File: config.mk
export PLATFORM = sky130hd
export DESIGN_NAME = sample_gain_stage
export DESIGN_NICKNAME = d
export VERILOG_FILES = /design/src/rtl/sample_gain_stage.sv
export SDC_FILE = /design/constraint.sdc
export NUM_CORES = 2
export LEC_CHECK = 0
export ABC_AREA = 1
export CAP_MARGIN = 40
export CORE_UTILIZATION = 55
export DETAILED_ROUTE_END_ITERATION = 8
export GPL_TIMING_DRIVEN = 0
export MAX_ROUTING_LAYER = met4
export PLACE_DENSITY = 0.75
export SETUP_SLACK_MARGIN = 0.15
export SLEW_MARGIN = 20
export SYNTH_ARGS = -nofsm -noshare
export SYNTH_HDL_FRONTEND = slang
export SYNTH_SLANG_ARGS = --single-unit
File: constraint.sdc
create_clock -name clk -period 8.5 [get_ports clk]
set_input_delay 1.275 -clock clk [delete_from_list [all_inputs] [get_ports clk]]
set_output_delay 1.275 -clock clk [all_outputs]
set_load 0.005 [all_outputs]
File: src/rtl/sample_gain_stage.sv
// Stereo gain/mute stage: ramped Q2.14 gain, saturating multiply, two-stage
// stall-propagating pipeline between the ADC and DAC sample streams.

module sample_gain_lane #(
    parameter int SW    = 24,
    parameter int GW    = 16,
    parameter int SHIFT = 14
) (
    input  logic [SW-1:0] sample_i,
    input  logic [GW-1:0] gain_i,
    output logic [SW-1:0] y_o,
    output logic          sat_o
);
    localparam int PW = SW + GW + 1;
    localparam logic signed [PW-1:0] SMAX = {{(PW-SW+1){1'b0}}, {(SW-1){1'b1}}};
    localparam logic signed [PW-1:0] SMIN = {{(PW-SW+1){1'b1}}, {(SW-1){1'b0}}};

    logic signed [PW-1:0] sx, gx, p, r;

    // Product always fits in PW bits, so the truncated signed multiply is exact.
    assign sx = {{(GW+1){sample_i[SW-1]}}, sample_i};
    assign gx = {{SW{1'b0}}, 1'b0, gain_i};
    assign p  = sx * gx;
    assign r  = p >>> SHIFT;

    always_comb begin
        y_o   = r[SW-1:0];
        sat_o = 1'b0;
        if (r > SMAX) begin
            y_o   = SMAX[SW-1:0];
            sat_o = 1'b1;
        end else if (r < SMIN) begin
            y_o   = SMIN[SW-1:0];
            sat_o = 1'b1;
        end
    end
endmodule

module sample_gain_stage #(
    parameter int SAMPLE_WIDTH = 24,
    parameter int GAIN_WIDTH   = 16,
    parameter int RAMP_STEP    = 16
) (
    input  logic                      clk,
    input  logic                      reset,
    input  logic [GAIN_WIDTH-1:0]     gain_target,
    input  logic                      mute,
    input  logic [2*SAMPLE_WIDTH-1:0] in_sample_tdata,
    input  logic                      in_sample_tvalid,
    output logic                      in_sample_tready,
    output logic [2*SAMPLE_WIDTH-1:0] out_sample_tdata,
    output logic                      out_sample_tvalid,
    input  logic                      out_sample_tready,
    output logic [GAIN_WIDTH-1:0]     gain_cur,
    output logic                      clip
);
    localparam int SW = SAMPLE_WIDTH;
    localparam int GW = GAIN_WIDTH;
    localparam logic [GW-1:0] STEP = GW'(RAMP_STEP);

    logic                   run_q;
    logic [GW-1:0]          gain_q, gain_d, eff;
    logic                   s1_vld_q, s2_vld_q, s2_clip_q;
    logic [1:0][SW-1:0]     s1_smp_q, s2_smp_q, prod;
    logic [GW-1:0]          s1_gain_q;
    logic [1:0]             sat;
    logic                   s2_adv, s1_adv, in_acc;

    // run_q keeps tready low while reset is held and for the first edge after.
    assign s2_adv           = !s2_vld_q || out_sample_tready;
    assign s1_adv           = !s1_vld_q || s2_adv;
    assign in_sample_tready = run_q && s1_adv;
    assign in_acc           = in_sample_tvalid && in_sample_tready;

    assign eff = mute ? '0 : gain_target;

    always_comb begin
        gain_d = gain_q;
        if (in_acc) begin
            if (eff > gain_q)
                gain_d = (eff - gain_q > STEP) ? gain_q + STEP : eff;
            else
                gain_d = (gain_q - eff > STEP) ? gain_q - STEP : eff;
        end
    end

    for (genvar ch = 0; ch < 2; ch++) begin : g_lane
        sample_gain_lane #(.SW(SW), .GW(GW), .SHIFT(14)) u_lane (
            .sample_i (s1_smp_q[ch]),
            .gain_i   (s1_gain_q),
            .y_o      (prod[ch]),
            .sat_o    (sat[ch])
        );
    end

    always_ff @(posedge clk or negedge reset) begin
        if (!reset) begin
            run_q     <= 1'b0;
            gain_q    <= '0;
            s1_vld_q  <= 1'b0;
            s1_smp_q  <= '0;
            s1_gain_q <= '0;
            s2_vld_q  <= 1'b0;
            s2_smp_q  <= '0;
            s2_clip_q <= 1'b0;
        end else begin
            run_q  <= 1'b1;
            gain_q <= gain_d;
            if (s1_adv) begin
                s1_vld_q <= in_acc;
                if (in_acc) begin
                    s1_smp_q  <= in_sample_tdata;
                    s1_gain_q <= gain_d;
                end
            end
            if (s2_adv) begin
                s2_vld_q <= s1_vld_q;
                if (s1_vld_q) begin
                    s2_smp_q  <= prod;
                    s2_clip_q <= |sat;
                end
            end
        end
    end

    assign out_sample_tdata  = s2_smp_q;
    assign out_sample_tvalid = s2_vld_q;
    assign gain_cur          = gain_q;
    assign clip              = s2_vld_q && out_sample_tready && s2_clip_q;
endmodule

==> flow_metrics.py <==
metrics = {
    "outcome": {
        "outcome": "finished, final reports clean",
    },
    "cells_and_area": {
        "layout_commonest_cell": "nand2_1",
        "fill_cells": 6187,
        "diodes": 0,
        "syn_to_final_growth_pct": 9.11,
        "stdcell_count": 6238,
        "final_nets": 6403,
        "final_cell_mix": "nand2_1, inv_1, fa_1",
        "drive_gt1_share_pct": 2.67,
        "final_util_pct": 60.9,
    },
    "synth": {
        "yosysUniqueCellTypes": 48,
        "synth_area_um2": 37700,
        "synth_fp_nets": 6214,
        "yosysTopAreaCell": "fa_1",
        "ys_seq_elements": 132,
        "async_flop_share_pct": 100,
        "synth_flop_cell": "dfrtp_1",
        "netlist_instances": 5163,
        "synth.avg_cell_area_um2": 7.30,
        "ys_seq_area_share_pct": 8.76,
        "synth_area_leaders": "fa_1, nand2_1, inv_1",
        "synth_edf_count": 0,
        "yosysTopAreaCellShare_pct": 39.9,
        "ys_warn_count": 0,
    },
    "clock_tree": {
        "cts.reportedPaths.clkPinSlew_ns": 0.07,
        "cts_tree": "yes",
        "clkLatencyLatePin_ns": 0.52,
        "cts_buffers": 17,
        "htree_levels": 4,
        "clock_sinks": 132,
        "ctsHoldBuffers": 0,
        "cts_root_buf": "clkbuf_16",
        "cts_buffer_depth": 2,
        "cts_setup_buffers": 0,
    },
    "sta": {
        "layout_min_cycle_time_ns": 7.94,
        "slew_headroom_pct": 34.2,
        "finalClockSkew_ns": 0.0164,
        "max_freq_mhz": 126,
        "slew_violations": 0,
        "timing.final.crit_share_pct": 93.4,
        "setup_viol": 0,
        "rsz0062_at_grt": "false",
        "hold_viol": 0,
        "tns_ns": 0,
        "tightestPinTransition_ns": 0.987,
        "finalWorstSetupSlack_ns": 0.564,
    },
    "setup_path": {
        "slowest_stage": "buf_1",
        "slowest_delay_ns": 0.64,
        "startpoint_type": "register",
        "crit_fanout": 10,
        "criticalPathCategory": "register to register",
        "arrival_ns": 8.36,
        "end_kind": "register",
        "crit_required_ns": 8.93,
    },
    "global_routing": {
        "antenna_found_initial": 0,
        "gr-usage-met1_pct": 45.0,
        "grt_pass1_vias": 33800,
        "grt_pass1_wl_mm": 186,
        "overflow": 0,
        "grt.total_usage_pct": 36.4,
        "grt_use_met3_pct": 6.62,
        "grtUsageMet2_pct": 56.6,
        "grt.busiest_layer": "met2",
        "grt_max_degree": 89,
    },
    "worst_hold_path": {
        "hold_path_class": "register to register",
    },
    "die": {
        "start_util_pct": 55.8,
        "fp.coreArea_um2": 67500,
        "pin_count": 136,
        "rows": 95,
        "die_h_um": 264,
        "die_w_um": 264,
        "die_area_um2": 69600,
    },
    "place": {
        "dp_slack_ns": 0.325,
        "dp_hpwl_mm": 99.9,
        "dp_cells": 6199,
        "portBuffers": 135,
        "globalplace.congestion": 1.00,
    },
    "route": {
        "drt-total-wl_mm": 117,
        "drc": 0,
        "route.vias.total": 32700,
        "first_iter_violations": 3030,
        "antenna_left": 0,
        "drt-wirelength-per-cell_um": 18.7,
        "dr.pass1.iters": 8,
        "via_per_inst": 5.24,
    },
    "run": {
        "maxCapViolCount": 0,
    },
}
[flip-flops by register name, indices dropped and copies added, names as in the netlist]
register           cells
out_sample_tdata      48
s1_smp_q              48
gain_cur              16
s1_gain_q             16
out_sample_tvalid      1
run_q                  1
s1_vld_q               1
s2_clip_q              1
[metal layers]
| metal | vias to the layer above | wire length, um |
|---|---|---|
| met5 | - | 0 |
| met4 | 0 | 7300 |
| met3 | 361 | 11600 |
| met2 | 1557 | 53400 |
| met1 | 15800 | 44300 |
| li1 | 15000 | - |
[path summary, 6_finish.rpt]
kind,startpoint,end,slack (ns),cells after the start
worst max-delay path,s1_gain_q[9],out_sample_tdata[38],0.56,29
worst min-delay path,out_sample_tdata[23],out_sample_tdata[23],0.49,2
worst max register to register,s1_gain_q[9],out_sample_tdata[38],0.56,29
worst min register to register,out_sample_tdata[23],out_sample_tdata[23],0.49,2
max in group asynchronous,reset,out_sample_tdata[24],7.01,2
min in group asynchronous,reset,gain_cur[10],0.65,1
[critical path, delay by kind of cell (launching register included)]
kind | cells | cell delay [ns]
AO/OA/AOI/OAI | 1 | 0.16
adder cells (fa/ha/maj) | 7 | 3.40
buffers and inverters | 10 | 1.89
AND/OR/NAND/NOR | 11 | 1.99
flip-flops | 1 | 0.39
[synthesized netlist by cell type (3+ instances only)]
master and n:
a211oi_1 3, a21o_1 3, a21oi_1 146, and2_1 4, buf_1 16, buf_2 14
buf_4 6, clkbuf_1 181, dfrtp_1 132, fa_1 751, ha_1 231, inv_1 1416
inv_2 16, nand2_1 1671, nand2_2 8, nand3_1 151, nand3b_1 10, nand4_1 39
nor2_1 194, nor2_2 3, nor2_4 6, nor3_1 29, nor4_1 3, o21ai_0 23
o21bai_1 13, or2_2 6, xnor2_1 18, xor2_1 46
[cell type report]
cell class                      instances  area, um^2  share of cell area (%)
Multi-Input combinational cell       3380       28100                    68.4
Inverter                             1432        5380                    13.1
Sequential cell                       132        3300                    8.03
Timing Repair Buffer                  171        1800                    4.38
Tap cell                              873        1090                    2.66
Buffer                                218         876                    2.13
Clock buffer                           19         453                    1.10
Clock inverter                         13        86.3                   0.210
[what timing repair did]
item | CTS | global route
gates resized for setup | 0 | 1
endpoints found under the setup margin | 0 | 24
hold endpoints to repair | 0 | 0
[per-stage QoR]
stage,cell area [um^2],hold slack [ns]
2_1_floorplan,37700,0.473
3_3_place_gp,40100,0.472
3_5_place_dp,40500,0.486
4_1_cts,41000,0.501
5_1_grt,41100,0.540
6_report,41100,0.490
[cell families after synthesis]
family | count (synthesis) | share of synthesized area, %
other | 1 | 0.00995
AO/OA/AOI/OAI | 199 | 2.92
buffers and inverters | 1651 | 16.6
AND/OR/NAND/NOR | 2134 | 22.7
flip-flops | 132 | 8.76
XOR/XNOR | 64 | 1.49
adder cells (fa/ha/maj) | 982 | 47.5
Power is left out: the tool's default activity adds up to more than one toggle a clock period on the data nets, which glitch-free logic cannot reach.
